### src/rtl/mem_stage.sv
// mem_stage: memory-access pipeline stage; loads/stores over req/gnt/rvalid,
// load alignment/extension, registered WB bus plus forwarding bus.
package core;
   typedef struct packed {
      logic [4:0]  rd;
      logic [31:0] rd_res;
      logic        pipeline_stall;
   } pipeline_bus_t;
   typedef struct packed {
      logic [31:0] rd;
      logic [4:0]  rd_addr;
   } bypass_bus_t;
endpackage

module mem_stage #(
   parameter int XLEN = 32
) (
   input  logic               clk,
   input  logic               rst,
   input  core::pipeline_bus_t bus_i,
   input  logic               valid_i,
   output logic               ready_o,
   input  logic               ld_i,
   input  logic               st_i,
   input  logic [2:0]         funct3_i,
   input  logic [XLEN-1:0]    addr_i,
   input  logic [XLEN-1:0]    st_data_i,
   output logic               dmem_req_o,
   output logic               dmem_we_o,
   output logic [XLEN-1:0]    dmem_addr_o,
   output logic [XLEN-1:0]    dmem_wdata_o,
   output logic [3:0]         dmem_be_o,
   input  logic               dmem_gnt_i,
   input  logic               dmem_rvalid_i,
   input  logic [XLEN-1:0]    dmem_rdata_i,
   output core::pipeline_bus_t wb_bus_o,
   output logic               wb_valid_o,
   output logic               misalign_o,
   output core::bypass_bus_t  mem_bp_o
);
   typedef enum logic [1:0] {IDLE, REQ, WAIT_R} state_t;
   state_t              state_q;
   logic [XLEN-1:0]     addr_q, data_q;
   logic [2:0]          f3_q;
   logic                st_q, wb_valid_q, mis_q;
   core::pipeline_bus_t bus_q, wb_bus_q, ld_bus_d, bad_bus_d;
   logic                accept, bad, req;
   logic [XLEN-1:0]     sh, ld_res;
   logic [15:0]         half;
   logic [3:0]          be;
   logic [XLEN-1:0]     wdata;

   assign ready_o = state_q == IDLE;
   assign accept  = valid_i & ready_o;
   assign bad = (funct3_i[1:0] == 2'b01 && addr_i[0]) ||
                (funct3_i[1:0] == 2'b10 && addr_i[1:0] != 2'b00) ||
                (ld_i && (funct3_i == 3'b011 || funct3_i[2:1] == 2'b11)) ||
                (st_i && funct3_i >= 3'b011);
   // extraction works on the word as returned, selecting lanes by the captured offset
   assign sh     = dmem_rdata_i >> {addr_q[1:0], 3'b000};
   assign half   = addr_q[1] ? dmem_rdata_i[31:16] : dmem_rdata_i[15:0];
   assign ld_res = f3_q == 3'b000 ? {{24{sh[7]}}, sh[7:0]} :
                   f3_q == 3'b100 ? {24'b0, sh[7:0]} :
                   f3_q == 3'b001 ? {{16{half[15]}}, half} :
                   f3_q == 3'b101 ? {16'b0, half} : dmem_rdata_i;
   assign be    = !st_q ? 4'b1111 :
                  f3_q[1:0] == 2'b00 ? 4'b0001 << addr_q[1:0] :
                  f3_q[1:0] == 2'b01 ? (addr_q[1] ? 4'b1100 : 4'b0011) : 4'b1111;
   assign wdata = f3_q[1:0] == 2'b00 ? {4{data_q[7:0]}} :
                  f3_q[1:0] == 2'b01 ? {2{data_q[15:0]}} : data_q;

   always_comb begin
      ld_bus_d        = bus_q;
      ld_bus_d.rd_res = ld_res;
      bad_bus_d       = bus_i;
      bad_bus_d.rd    = '0;
   end

   assign req          = state_q == REQ;
   assign dmem_req_o   = req;
   assign dmem_we_o    = req & st_q;
   assign dmem_addr_o  = req ? {addr_q[XLEN-1:2], 2'b00} : '0;
   assign dmem_be_o    = req ? be : 4'b0000;
   assign dmem_wdata_o = req ? wdata : '0;
   assign wb_bus_o     = wb_bus_q;
   assign wb_valid_o   = wb_valid_q;
   assign misalign_o   = mis_q;
   assign mem_bp_o.rd      = wb_valid_q ? wb_bus_q.rd_res : '0;
   assign mem_bp_o.rd_addr = wb_valid_q ? wb_bus_q.rd : '0;

   always_ff @(posedge clk or posedge rst) begin
      if (rst) begin
         state_q    <= IDLE;
         addr_q     <= '0;
         data_q     <= '0;
         f3_q       <= '0;
         st_q       <= 1'b0;
         bus_q      <= '0;
         wb_bus_q   <= '0;
         wb_valid_q <= 1'b0;
         mis_q      <= 1'b0;
      end else begin
         wb_valid_q <= 1'b0;
         mis_q      <= 1'b0;
         case (state_q)
            IDLE: if (accept) begin
               if (!ld_i && !st_i) begin
                  wb_bus_q   <= bus_i;
                  wb_valid_q <= 1'b1;
               end else if (bad) begin
                  wb_bus_q   <= bad_bus_d;
                  wb_valid_q <= 1'b1;
                  mis_q      <= 1'b1;
               end else begin
                  addr_q  <= addr_i;
                  data_q  <= st_data_i;
                  f3_q    <= funct3_i;
                  st_q    <= st_i;
                  bus_q   <= bus_i;
                  state_q <= REQ;
               end
            end
            REQ: if (dmem_gnt_i) begin
               if (st_q || dmem_rvalid_i) begin
                  wb_bus_q   <= st_q ? bus_q : ld_bus_d;
                  wb_valid_q <= 1'b1;
                  state_q    <= IDLE;
               end else begin
                  state_q <= WAIT_R;
               end
            end
            WAIT_R: if (dmem_rvalid_i) begin
               wb_bus_q   <= ld_bus_d;
               wb_valid_q <= 1'b1;
               state_q    <= IDLE;
            end
            default: state_q <= IDLE;
         endcase
      end
   end
endmodule

### config.mk
export PLATFORM = sky130hd
export DESIGN_NAME = mem_stage
export DESIGN_NICKNAME = d
export VERILOG_FILES = /design/src/rtl/mem_stage.sv
export SDC_FILE = /design/constraint.sdc
export NUM_CORES = 1
export LEC_CHECK = 0
export CAP_MARGIN = 20
export CORE_ASPECT_RATIO = 1.5
export CORE_UTILIZATION = 35
export CTS_BUF_LIST = sky130_fd_sc_hd__clkbuf_8
export CTS_CLUSTER_SIZE = 20
export DETAILED_ROUTE_END_ITERATION = 12
export GPL_ROUTABILITY_DRIVEN = 1
export GPL_TIMING_DRIVEN = 1
export PLACE_DENSITY_LB_ADDON = 0.08
export REMOVE_ABC_BUFFERS = 1
export SLEW_MARGIN = 20
export SYNTH_ARGS = -nofsm -noshare
export SYNTH_HDL_FRONTEND = slang
export SYNTH_SLANG_ARGS = --single-unit
### constraint.sdc
create_clock -name clk -period 4.7 [get_ports clk]
set_input_delay 0.47 -clock clk [delete_from_list [all_inputs] [get_ports clk]]
set_output_delay 0.47 -clock clk [all_outputs]
set_load 0.02 [all_outputs]
==> out/metrics.yaml, run 1 <==
placed_design:
  gpl.final_weighted_congestion: 0.836
  detailed_placement_wirelength_estimate_um: 17500
  io_buffer_count: 289
route:
  drt_iter0_drc: 504
  top_layer_used: "met4"
  wirelength_met1_um: 10400
  drt_first_pass_iters: 4
  post_drt_via_cell_ratio: 4.93
  drc_errors: 0
  drt-total-wl_um: 25100
  via_count: 6764
  drt.antenna.violating_nets: 0
  routed-wl-met3_um: 2030
  drt-wirelength-per-cell_um: 18.3
  met2_wirelength_um: 12300
power:
  combPwrFrac: 0.592
  power.switching_fraction: 0.421
  internal_power_w: 0.00486
  switching_power_w: 0.00353
  power.sequential.fraction: 0.284
  p_per_area_mw_per_mm2: 710
  share_clk_of_total_power: 0.124
  p_leak_nw: 4.85
  worst_ir_drop_vdd_mv: 0.364
  total_power_w: 0.00840
die:
  die_width_um: 128
  starting_density_of_the_core: 0.359
  num_io_pins: 292
  die_area_mm2: 0.0243
  floorplan.die.height_um: 191
  fp.coreArea_mm2: 0.0231
  row_count: 68
yosys:
  synth.top_cells.by_area: "sky130_fd_sc_hd__dfrtp_1, sky130_fd_sc_hd__mux2_2, sky130_fd_sc_hd__mux2_4, sky130_fd_sc_hd__and2_1, sky130_fd_sc_hd__mux2i_1"
  synth_edf_count: 0
  synth_cell_types: 46
  yosys.area.top_type: "sky130_fd_sc_hd__dfrtp_1"
  avgSynthCellArea_um2: 10.6
  yosys_warnings: 0
  synth_top_flop_cell: "sky130_fd_sc_hd__dfrtp_1"
  synth-seq-cells: 148
  postSynth.asyncResetShare: 1.00
  proportion_of_synthesized_chip_area_in_sequential_cells: 0.446
  mappedNetlistArea_mm2: 0.00830
  netlist_instances: 782
  synth_top_cell_area_share: 0.446
sta:
  worstMarginPinSlew_ns: 1.05
  timing.clock.skew_ns: 0.0164
  timing_hold_violations_final: 0
  final.min_clock_period_ns: 3.14
  slew_violations: 0
  timing.fmax_ghz: 0.319
  rsz0062_at_grt: "no"
  post-route-period-util: 0.668
  setup_viol: 0
  max_slew_margin: 0.296
  setup-tns-final_ns: 0
clock_tree:
  clk_root_buffer_cell: "sky130_fd_sc_hd__clkbuf_8"
  clkLatencyLatePin_ns: 0.46
  numClockSinks: 148
  cts_setup_buffers: 0
  cts_tree: "built"
  ctsLongestPathBuffers: 2
  cts_hold_repair.buffers: 0
  tritoncts.num_buffers: 17
  ctsResizeCount: 0
  clkSlewWorstSetupHoldPaths_ns: 0.08
  h-tree-depth: 4
global_route:
  gr-total-overflow: 0
  grt_use_total: 0.212
  grt_start_max_net_pins: 89
  grt_first_pass_wirelength_um: 39500
  antenna_found_initial: 0
  first_global_vias: 7092
critical_path:
  timing.critical_path.from_type: "flip-flop"
  signal_arrival_time_at_the_worst_endpoint_ns: 2.67
  timing_worst_setup_path_type: "flip-flop to primary output"
  crit_path_max_fanout: 41
  critPathCaptureType: "primary output"
  timing.critical_path.required_ns: 4.23
min_path:
  worstHoldPathType: "flip-flop to flip-flop"
cells_and_area:
  area_delta_synth_final_pct: 42.5
  layout_commonest_cell: "sky130_fd_sc_hd__clkdlybuf4s50_1"
  proportion_of_layout_cells_with_a_drive_suffix_above_1: 0.180
  nFillCells: 2204
  num_antenna_cells: 0
  nets: 1193
  layout.cells.most_common_list: "sky130_fd_sc_hd__clkdlybuf4s50_1, sky130_fd_sc_hd__dfrtp_1, sky130_fd_sc_hd__mux2_2, sky130_fd_sc_hd__and2_1, sky130_fd_sc_hd__nor2_1"
run_status:
  run_status: "finished, final reports clean"
run:
  drv.max_cap_violation_count: 0
final cells by class:
cell class	count	area (µm²)	share of cell area
multi-input combinational	538	4170	0.353
clock inverter	13	148	0.0125
timing repair buffer	303	3010	0.255
inverter	37	144	0.0122
clock buffer	18	248	0.0209
tap	315	394	0.0333
sequential	148	3710	0.313
per-layer routing:
metal	vias up	GRT usage
met1	3263	0.263
met3	23	0.0631
li1	3235	-
met4	0	0.0611
met5	-	0
met2	243	0.356
sequential cells by signal, indices dropped and copies added, names as in the netlist:
signal      count
bus_q          38
wb_bus_o       38
addr_q         32
data_q         32
f3_q            3
state_q         2
misalign_o      1
st_q            1
wb_valid_o      1
worst paths after layout:
path | slack [ns] | to | cells after the start | startpoint
hold / removal | 0.51 | addr_q[31] | 1 | addr_q[31]
setup reg to reg | 1.87 | wb_bus_o[8] | 8 | state_q[1]
hold reg to reg | 0.51 | addr_q[31] | 1 | addr_q[31]
setup / recovery | 1.56 | dmem_wdata_o[11] | 5 | f3_q[1]
min in group asynchronous | 0.53 | addr_q[5] | 2 | rst
max in group asynchronous | 3.18 | wb_bus_o[4] | 3 | rst
cell usage after synthesis, drive strengths merged (2+ instances only):
cell type and n:
dfrtp 148, mux2 126, and2 76, nor2 73, nand2 58, mux2i 38, inv 37, buf 30
clkbuf 30, o22ai 27, a21oi 25, o31ai 15, o21ai 14, a31oi 12, o2111ai 10, nor3b 9
mux4 6, a2111oi 5, a22o 5, nor2b 5, ha 4, a211oi 3, nand2b 3, nor3 3
o21a 3, nand3b 2, o32ai 2, or2 2, or3 2
metrics by stage:
stage / instances / utilization / worst slack (ns) / area [µm²] / hold WS [ns]
after CTS: 1372 / 0.511 / 1.46 / 11800 / 0.510
after global placement: 1340 / 0.493 / 1.65 / 11400 / 0.488
after floorplan: 723 / - / 0.00946 / 8000 / 0.473
after detailed placement: 1341 / 0.494 / 1.62 / 11400 / 0.486
after global routing: 1372 / 0.511 / 1.31 / 11800 / 0.522
final: 1372 / 0.511 / 1.56 / 11800 / 0.507
power by group through the flow:
stage                     sequential, W  combinational [W]  clock [W]
after global placement          0.00241            0.00499          0
after global routing            0.00250            0.00540    0.00113
final                           0.00239            0.00497    0.00104
after detailed placement        0.00242            0.00503          0
after floorplan                 0.00256            0.00288          0
after CTS                       0.00240            0.00505    0.00107
kinds of logic (layout without fill, tap and decap cells):
| kind of cell | Yosys count | count (layout) | synth area share |
|---|---|---|---|
| adder cells (fa/ha/maj) | 4 | 4 | 0.00603 |
| buffers and inverters | 97 | 371 | 0.0538 |
| AO/OA/AOI/OAI | 125 | 125 | 0.101 |
| multiplexers | 170 | 170 | 0.251 |
| flip-flops | 148 | 148 | 0.446 |
| other | 1 | 2 | 0.000452 |
| AND/OR/NAND/NOR | 237 | 237 | 0.142 |
worst max-delay path: stages, from the launching register on:
cell and delay, ns:
sky130_fd_sc_hd__dfrtp_2 0.40, sky130_fd_sc_hd__buf_4 0.29, sky130_fd_sc_hd__nor2_1 0.58, sky130_fd_sc_hd__nand2_1 0.11
sky130_fd_sc_hd__a21oi_1 0.19, sky130_fd_sc_hd__clkdlybuf4s50_1 0.63
Note: power is estimated with default switching activity, not from simulation.
==> run 2: changes to the inputs <==
Clock period 4.7 ns to 2.7 ns, I/O delays scaled along.
==> run 2 against run 1 <==
Net effect: cell count rose by 1.7%; largest power group unchanged; critical path type unchanged; critical path depth fell by 1; register-to-register slack got worse by 1.6 ns; die area did not move; routed wire length rose by 0.23%; utilization rose by 1.4 points; largest cell class unchanged; global-route usage fell by 0.091 points; combinational power rose by 80%; clock skew rose by 0.0081 ns.
==> out/metrics.yaml, run 2 (same netlist as run 1, synthesis figures left out) <==
critical_path:
  signal_arrival_time_at_the_worst_endpoint_ns: 2.25  # -0.42 ns
  critPathCaptureType: "primary output"
  timing.critical_path.required_ns: 2.43  # -1.80 ns
  regToRegSetupSlack_ns: 0.30  # -1.57 ns
  worstSetupStartpoint: "f3_q[1]"
  worstReg2RegStart: "state_q[1]"
  timing_worst_setup_path_type: "flip-flop to primary output"
  crit_path_max_fanout: 25  # -39%
  timing.critical_path.from_type: "flip-flop"
min_path:
  worstHoldPathType: "primary input to asynchronous set/reset pin"
route:
  post_drt_via_cell_ratio: 4.96  # +0.69%
  drc_errors: 0  # unchanged
  drt_iter0_drc: 354  # -30%
  drt.antenna.violating_nets: 0  # unchanged
  drt_first_pass_iters: 4  # unchanged
  drt-total-wl_um: 25100  # +0.23%
  drt-wirelength-per-cell_um: 18.0  # -1.4%
  via_count: 6925  # +2.4%
power:
  p_per_area_mw_per_mm2: 1210  # +71%
  worst_ir_drop_vdd_mv: 0.588  # +62%
  total_power_w: 0.0147  # +76%
  p_leak_nw: 5.66  # +17%
die:
  row_count: 68  # unchanged
  fp.coreArea_mm2: 0.0231  # unchanged
  floorplan.die.height_um: 191  # unchanged
  num_io_pins: 292  # unchanged
  starting_density_of_the_core: 0.359  # unchanged
  die_width_um: 128  # unchanged
  die_area_mm2: 0.0243  # unchanged
cells_and_area:
  num_antenna_cells: 0  # unchanged
  nets: 1215  # +1.8%
  layout.cells.most_common_list: "sky130_fd_sc_hd__clkdlybuf4s50_1, sky130_fd_sc_hd__dfrtp_1, sky130_fd_sc_hd__mux2_2, sky130_fd_sc_hd__and2_1, sky130_fd_sc_hd__nor2_1"
  layout_commonest_cell: "sky130_fd_sc_hd__clkdlybuf4s50_1"
  proportion_of_layout_cells_with_a_drive_suffix_above_1: 0.197  # +0.0175
  nFillCells: 2147  # -2.6%
  finish.cell_count_without_fillers: 1395  # +1.7%
  layout.core_utilization: 0.525  # +0.0142
  area_delta_synth_final_pct: 46.5
global_route:
  grt_use_total: 0.211  # -0.000912
  first_global_vias: 7085  # -0.099%
  antenna_found_initial: 1  # +1
  grt_first_pass_wirelength_um: 39300  # -0.68%
  grt_start_max_net_pins: 46  # -48%
  gr-total-overflow: 0  # unchanged
clock_tree:
  cts_setup_buffers: 0  # unchanged
  cts_tree: "built"
  numClockSinks: 148  # unchanged
  tritoncts.num_buffers: 17  # unchanged
  clkSlewWorstSetupHoldPaths_ns: 0.10  # +0.02 ns
  clkLatencyLatePin_ns: 0.45  # about the same
  h-tree-depth: 4  # unchanged
  ctsLongestPathBuffers: 2  # unchanged
  cts_hold_repair.buffers: 0  # unchanged
  clk_root_buffer_cell: "sky130_fd_sc_hd__clkbuf_8"
sta:
  max_slew_margin: 0.309  # +0.0130
  timing_hold_violations_final: 0  # unchanged
  slew_violations: 0  # unchanged
  setup-tns-final_ns: 0  # unchanged
  worstMarginPinSlew_ns: 1.03  # -0.0194 ns
  timing.clock.skew_ns: 0.0244  # +0.00806 ns
  final.min_clock_period_ns: 2.52
  rsz0062_at_grt: "no"
  post-route-period-util: 0.933
  setup_viol: 0  # unchanged
  timing.fmax_ghz: 0.397
placed_design:
  gpl.final_weighted_congestion: 0.822  # -1.7%
  place.detailed.instances: 1363  # +1.6%
  io_buffer_count: 289  # unchanged
  detailed_placement_wirelength_estimate_um: 18000  # +3.0%
run_status:
  run_status: "finished, final reports clean"
run:
  drv.max_cap_violation_count: 0  # unchanged
==> run 2: changes by cell type in the layout (fill, tap and decap cells not counted), moves of 2 or more <==
| cell | previous run | this run |
|---|---|---|
| sky130_fd_sc_hd__inv_1 | 35 | 37 |
| sky130_fd_sc_hd__dlymetal6s2s_1 | 0 | 40 |
| sky130_fd_sc_hd__inv_8 | 0 | 2 |
| sky130_fd_sc_hd__dlygate4sd2_1 | 0 | 6 |
| sky130_fd_sc_hd__inv_6 | 6 | 4 |
| sky130_fd_sc_hd__clkdlybuf4s50_1 | 289 | 242 |
| sky130_fd_sc_hd__buf_4 | 12 | 28 |
| sky130_fd_sc_hd__buf_12 | 1 | 8 |
==> run 2: final cells by class <==
class | instances | area, µm² | area share
tap | 315 | 394 | 0.0324
clock inverter | 14 | 128 | 0.0105
inverter | 37 | 146 | 0.0120
timing repair buffer | 325 | 3360 | 0.276
clock buffer | 18 | 248 | 0.0204
sequential | 148 | 3700 | 0.305
multi-input combinational | 538 | 4180 | 0.344
==> run 2: power breakdown <==
part,switching [W],internal (W)
Combinational,0.00450,0.00443
Sequential,0.000762,0.00335
Clock,0.000941,0.000766
==> run 2: critical path, stage by stage, from the launching register on <==
cell,delay [ns]
sky130_fd_sc_hd__dfrtp_2,0.60
sky130_fd_sc_hd__buf_6,0.30
sky130_fd_sc_hd__a21oi_1,0.10
sky130_fd_sc_hd__nor2_1,0.16
sky130_fd_sc_hd__clkdlybuf4s50_1,0.63
==> run 2: timing repair <==
action | CTS | global route
endpoints found under the setup margin | 46 | 59
endpoints found under the hold margin | 0 | 0
gates resized for setup | 9 | 45
==> run 2: worst paths after layout <==
kind	to	depth (start not counted)
worst min-delay path	addr_q[13]	2
max in group asynchronous	data_q[6]	3
worst max register to register	wb_bus_o[20]	8
min in group clk	data_q[26]	2
worst min register to register	addr_q[31]	1
worst max-delay path	dmem_wdata_o[25]	4
==> run 2: metrics by stage <==
step	setup WS, ns	hold slack [ns]	instance area, µm²
4_1_cts	0.00113	0.204	12000
3_5_place_dp	0.109	0.484	11700
6_report	0.180	0.216	12200
3_3_place_gp	0.130	0.482	11700
2_1_floorplan	-1.80	0.415	8000
5_1_grt	0.0333	0.213	12200
==> run 2: metal layers <==
metal  part of all wire  global-route usage  vias up
met5            0.00052                   0        -
met3              0.077              0.0640       22
met4              0.016              0.0647        2
li1                   -                   -     3286
met1               0.40               0.252     3378
met2               0.51               0.363      237
==> edit 1, RTL diff (config.mk and constraints of run 2) <==
Encoding of `state_t`: now one-hot (3 bits for 3 states).
--- a/src/rtl/mem_stage.sv
+++ b/src/rtl/mem_stage.sv
@@ -38,7 +38,7 @@
    output logic               misalign_o,
    output core::bypass_bus_t  mem_bp_o
 );
-   typedef enum logic [1:0] {IDLE, REQ, WAIT_R} state_t;
+   typedef enum logic [2:0] {IDLE = 3'b001, REQ = 3'b010, WAIT_R = 3'b100} state_t;
    state_t              state_q;
    logic [XLEN-1:0]     addr_q, data_q;
    logic [2:0]          f3_q;
Function: no difference found for any inputs over 4 cycles, from zero or initial values and one cycle with rst high; so few cycles prove little.
==> edit 1 against run 2 <==
Worst setup slack worse by 0.088 ns. Sequential share of layout area rose by 0.93 points. Sequential cell count up 1. Cell area down 2.3%. Routed wire length rose by 2.8%. Area after synthesis fell by 0.47%. Final cell count shrank 2.2%. Power fell by 31%.
==> edit 1: results <==
[place]
placed_cells = 1331
placed_area_sq_um = 11500
port_buffers = 289
place_ws_ns = 0.1973
place_hpwl_microns = 18290
gp_congestion = 0.7738

[cells_and_area]
nFillCells = 2188
instances_no_fill = 1364
num-nonclk-inverters = 15
antennaDiodeCount = 0
multi_input_gates = 535
seq_area_share_pct = 31.41
multi_input_area_share_pct = 34.85
num-nonclk-buffers = 320
drive_gt1_share_pct = 17.54
layout.nets = 1182
final_cell_area_sq_um = 11880
num-clock-buffers = 19
final-clk-cell-share_pct = 3.023
buffer_area_share_pct = 26.88

[timing]
skew_ns = 0.01416
whs_ns = 0.2191
worst_slew_pin_slew_ns = 0.7117

[min_path]
min_path_type = "input pin to asynchronous set/reset pin"

[global_routing]
grt_pass1_vias = 7134
grt_max_degree = 64
antenna_found_initial = 0
grt_pass1_wl_microns = 40440
track_usage_pct = 21.99

[synthesis]
synth_area_leaders = "dfrtp_1 45%, mux2_2 15%, and2_1 5.7%"
synth_cell_types = 48
synth_seq_area_share_pct = 45.15
synth_cells = 760
yosys-top-cells-count = "148 x dfrtp_1, 108 x mux2_2, 75 x and2_1, 55 x nor2_1"
ys_ff_latch = 149
synth_async_sr_flop_share_pct = 100.0

[setup_path]
path_max_fanout = 12
crit_arrival_ns = 2.34
timing.rr.start = "state_q[0]$_DFFE_PP1P_"
max_stage_delay_ns = 0.68
regToRegEndpoint = "addr_q[20]$_DFFE_PP0P_"
r2r_setup_slack_ns = 0.27
critPathTopFamily = "simple AND/OR/NAND/NOR gates"
ff2ff_path_depth = 6

[route]
drc_errors = 0
drt_wl_total_microns = 25840
drt_pass1_iterations = 4
drtIter0Drc = 291
routed_via_density = 5.140

[clock_network]
cts_buffers = 17
cts_max_path_buffers = 2
clkLatencyLatePin_ns = 0.46
clk_pin_slew_worst_paths_ns = 0.08

[floorplan]
rows = 68

[pwr]
p_per_area_nw_per_um2 = 858.0
leakagePower_uw = 0.005304
vdd_drop_max_mv = 0.4442

[status]
outcome = "finished clean"
edit 1: routing by layer:
layer  part of all wire [%]  vias to the layer above  GRT usage [%]  wire (microns)
li1                       -                     3280              -               -
met1                     40                     3478          24.99           10270
met2                     52                      228          38.97           13320
met3                    7.0                       25          6.918            1821
met4                    1.7                        0          6.731             434
met5                      0                        -              0               0
edit 1: worst max-delay path by stage:
stage	from	to	slack, ns	cells after the start
CTS	state_q[0]$_DFFE_PP1P_	dmem_wdata_o[12]	0.003	4
detailed placement	dmem_rdata_i[15]	wb_bus_o[24]$_DFFE_PP0P_	0.20	6
floorplan	state_q[2]$_DFFE_PP0P_	addr_q[17]$_DFFE_PP0P_	-2.05	5
global route	state_q[0]$_DFFE_PP1P_	dmem_we_o	-0.02	3
finish	state_q[0]$_DFFE_PP1P_	dmem_we_o	0.09	3
global placement	dmem_rdata_i[15]	wb_bus_o[17]$_DFFE_PP0P_	0.25	6
edit 1: power by group:
part	switching (uW)	total (uW)	internal [uW]
sequential	679	3870	3190
clock	820	1650	835
combinational	2200	4670	2470
total	3700	10200	6490
edit 1: timing repair:
item                                    CTS  global route
gates resized for setup                  42            17
setup buffers                             0             3
endpoints found under the hold margin     0             0
endpoints found under the setup margin   64            19
edit 1: worst register-to-register path, delay by kind of cell, from the launching register on:
kind	cells	cell delay [ns]
buffers and inverters	1	0.31
DFF	1	0.65
and+or+nand+nor	4	0.93
muxes	1	0.44
edit 1: cell families after synthesis:
family	share of synthesized area (%)
buffers and inverters	5.135
and+or+nand+nor	12.18
other	0.04540
muxes	21.93
DFF	45.15
AOI/OAI and AO/OA	15.56
==> edit 2, RTL diff (config.mk and constraints of run 2) <==
Made on the original files. Reset style: synchronous (`rst`), changed in one clocked block.
--- a/src/rtl/mem_stage.sv
+++ b/src/rtl/mem_stage.sv
@@ -88,7 +88,7 @@
    assign mem_bp_o.rd      = wb_valid_q ? wb_bus_q.rd_res : '0;
    assign mem_bp_o.rd_addr = wb_valid_q ? wb_bus_q.rd : '0;
 
-   always_ff @(posedge clk or posedge rst) begin
+   always_ff @(posedge clk) begin
       if (rst) begin
          state_q    <= IDLE;
          addr_q     <= '0;
Formal check against the unedited RTL: differs if rst is asserted again (counterexample within 4 cycles, from zero or initial values and one cycle with rst high); with rst held inactive, the same outputs for 4 cycles.
==> edit 2 against run 2 <==
Sequential cell count stayed put. Critical path depth stayed put. Count of clock-buffer cells in the layout is 1 lower. Global-route usage is 3.1 points higher. Cell area is 3.2% lower. Area after synthesis is 2.5% lower. Die area is 2.4% lower. Fmax is 2.2% lower. Worst setup slack worse by 0.057 ns. Routed wire length is 13% higher. Final cell count is 17% higher. Largest cell class unchanged.
Power is not compared: it rests on default switching activity, and its combinational part moved more than twofold at a synthesized area within 25%.
==> edit 2: results <==
[timing]
slew_violations = 0
worst_slew_pin_slew_ns = 0.7057
whs_ns = 0.09067
skew_ns = 0.01945

[min_path]
hp-start = "rst"
hold_depth = 2
min_path_type = "input pin to flip-flop"
holdPathEnd = "data_q[22]$_SDFFE_PP0P_"

[place]
gp_congestion = 0.8560
placed_cells = 1600
place_hpwl_microns = 19900

[route]
drtIter0Drc = 418
drt_pass1_iterations = 7
vias = 8630
drt_wl_total_microns = 28500

[synthesis]
synth_cells = 1099
yosys-top-cells-count = "248 x nand2_1, 187 x a21oi_1, 148 x dfxtp_1, 82 x and2_1, 67 x clkbuf_1"
synth_area_leaders = "dfxtp_1 37%, a21oi_1 12%, nand2_1 12%"
synth_async_sr_flop_share_pct = 0
synth_cell_types = 59
synth_seq_area_share_pct = 36.61
synthFlopType = "dfxtp_1"

[setup_path]
r2r_setup_slack_ns = 0.36
regToRegEndpoint = "wb_bus_o[1]$_SDFFE_PP0P_"
crit_arrival_ns = 2.31
path_max_fanout = 10
ff2ff_path_depth = 8
timing.rr.start = "state_q[0]$_SDFFE_PP0P_"

[clock_network]
clk_pin_slew_worst_paths_ns = 0.09
root_buffer = "clkbuf_8"
cts_max_path_buffers = 2
cts_buffers = 17
htree_levels = 4

[cells_and_area]
nFillCells = 2228
layout.nets = 1491
drive_gt1_share_pct = 7.306
instances_no_fill = 1632

[pwr]
leakagePower_uw = 0.004264
vdd_drop_max_mv = 0.2888

[status]
outcome = "finished clean"

[global_routing]
track_usage_pct = 24.25
grt_pass1_wl_microns = 45310
grt_pass1_vias = 8527
antenna_found_initial = 1
grt_max_degree = 86
==> edit 2: repair_timing <==
item	in CTS	in global routing
buffers inserted	0	0
endpoints found under the setup margin	0	14
gates resized for setup	0	15
==> edit 2: worst max path at each step <==
stage	startpoint	to	slack, ns
detailed placement	st_i	addr_q[10]$_SDFFE_PP0P_	0.24
finish	state_q[1]$_SDFFE_PP0P_	dmem_we_o	0.12
global route	state_q[1]$_SDFFE_PP0P_	dmem_wdata_o[23]	0.001
global placement	st_i	addr_q[26]$_SDFFE_PP0P_	0.28
floorplan	state_q[0]$_SDFFE_PP0P_	addr_q[0]$_SDFFE_PP0P_	-2.83
CTS	addr_q[1]$_SDFFE_PP0P_	dmem_be_o[1]	0.02
==> edit 2: worst max-delay path, stage by stage, from the launching register on <==
cell             delay, ns
dfxtp_1               0.33
inv_1                 0.10
ha_2                  0.26
and2_1                0.47
clkdlybuf4s50_1       0.70
==> edit 2: where the power goes <==
group,total (uW),switching (uW),internal (uW)
clock network,1860,935,921
logic,1640,886,752
registers,2470,121,2350
total,5960,1940,4020
==> edit 2: cells by family (layout without fill, tap and decap cells) <==
| family | count (synthesis) | in the layout | synth area share [%] |
|---|---|---|---|
| other cells | 1 | 3 | 0.04633 |
| compound gates | 326 | 326 | 25.38 |
| fa+ha+maj | 4 | 4 | 0.6184 |
| flops | 148 | 148 | 36.61 |
| buf+inv | 115 | 370 | 6.044 |
| simple gates | 486 | 486 | 28.80 |
| mux | 19 | 19 | 2.504 |
==> edit 2: stage by stage <==
stage / setup slack, ns / cell area [sq um] / total power [uW]
floorplan: -2.825 / 7657 / 3283
global placement: 0.2818 / 11310 / 4153
detailed placement: 0.2397 / 11310 / 4167
CTS: 0.01887 / 11720 / 6029
global route: 0.001360 / 11760 / 6271
finish: 0.1221 / 11770 / 5962
==> edit 2: per-layer routing <==
layer  up-vias  routed length, microns  global-route usage, %
li1       4290                       -                      -
met1      3966                   11190                  26.92
met2       321                   14310                  42.73
met3        53                    2043                  6.956
met4         0                     947                  10.52
met5         -                       0                      0
==> edit 2: final cells by class <==
cell class / count / area, sq um / area share, %
antenna: 1 / 2.502 / 0.02127
clock buffer: 17 / 234.0 / 1.989
clock inverter: 14 / 175.2 / 1.489
inverter: 13 / 52.55 / 0.4466
multi-input combinational: 837 / 4674 / 39.73
sequential: 148 / 2965 / 25.20
tap: 276 / 345.3 / 2.935
timing repair buffer: 326 / 3317 / 28.19
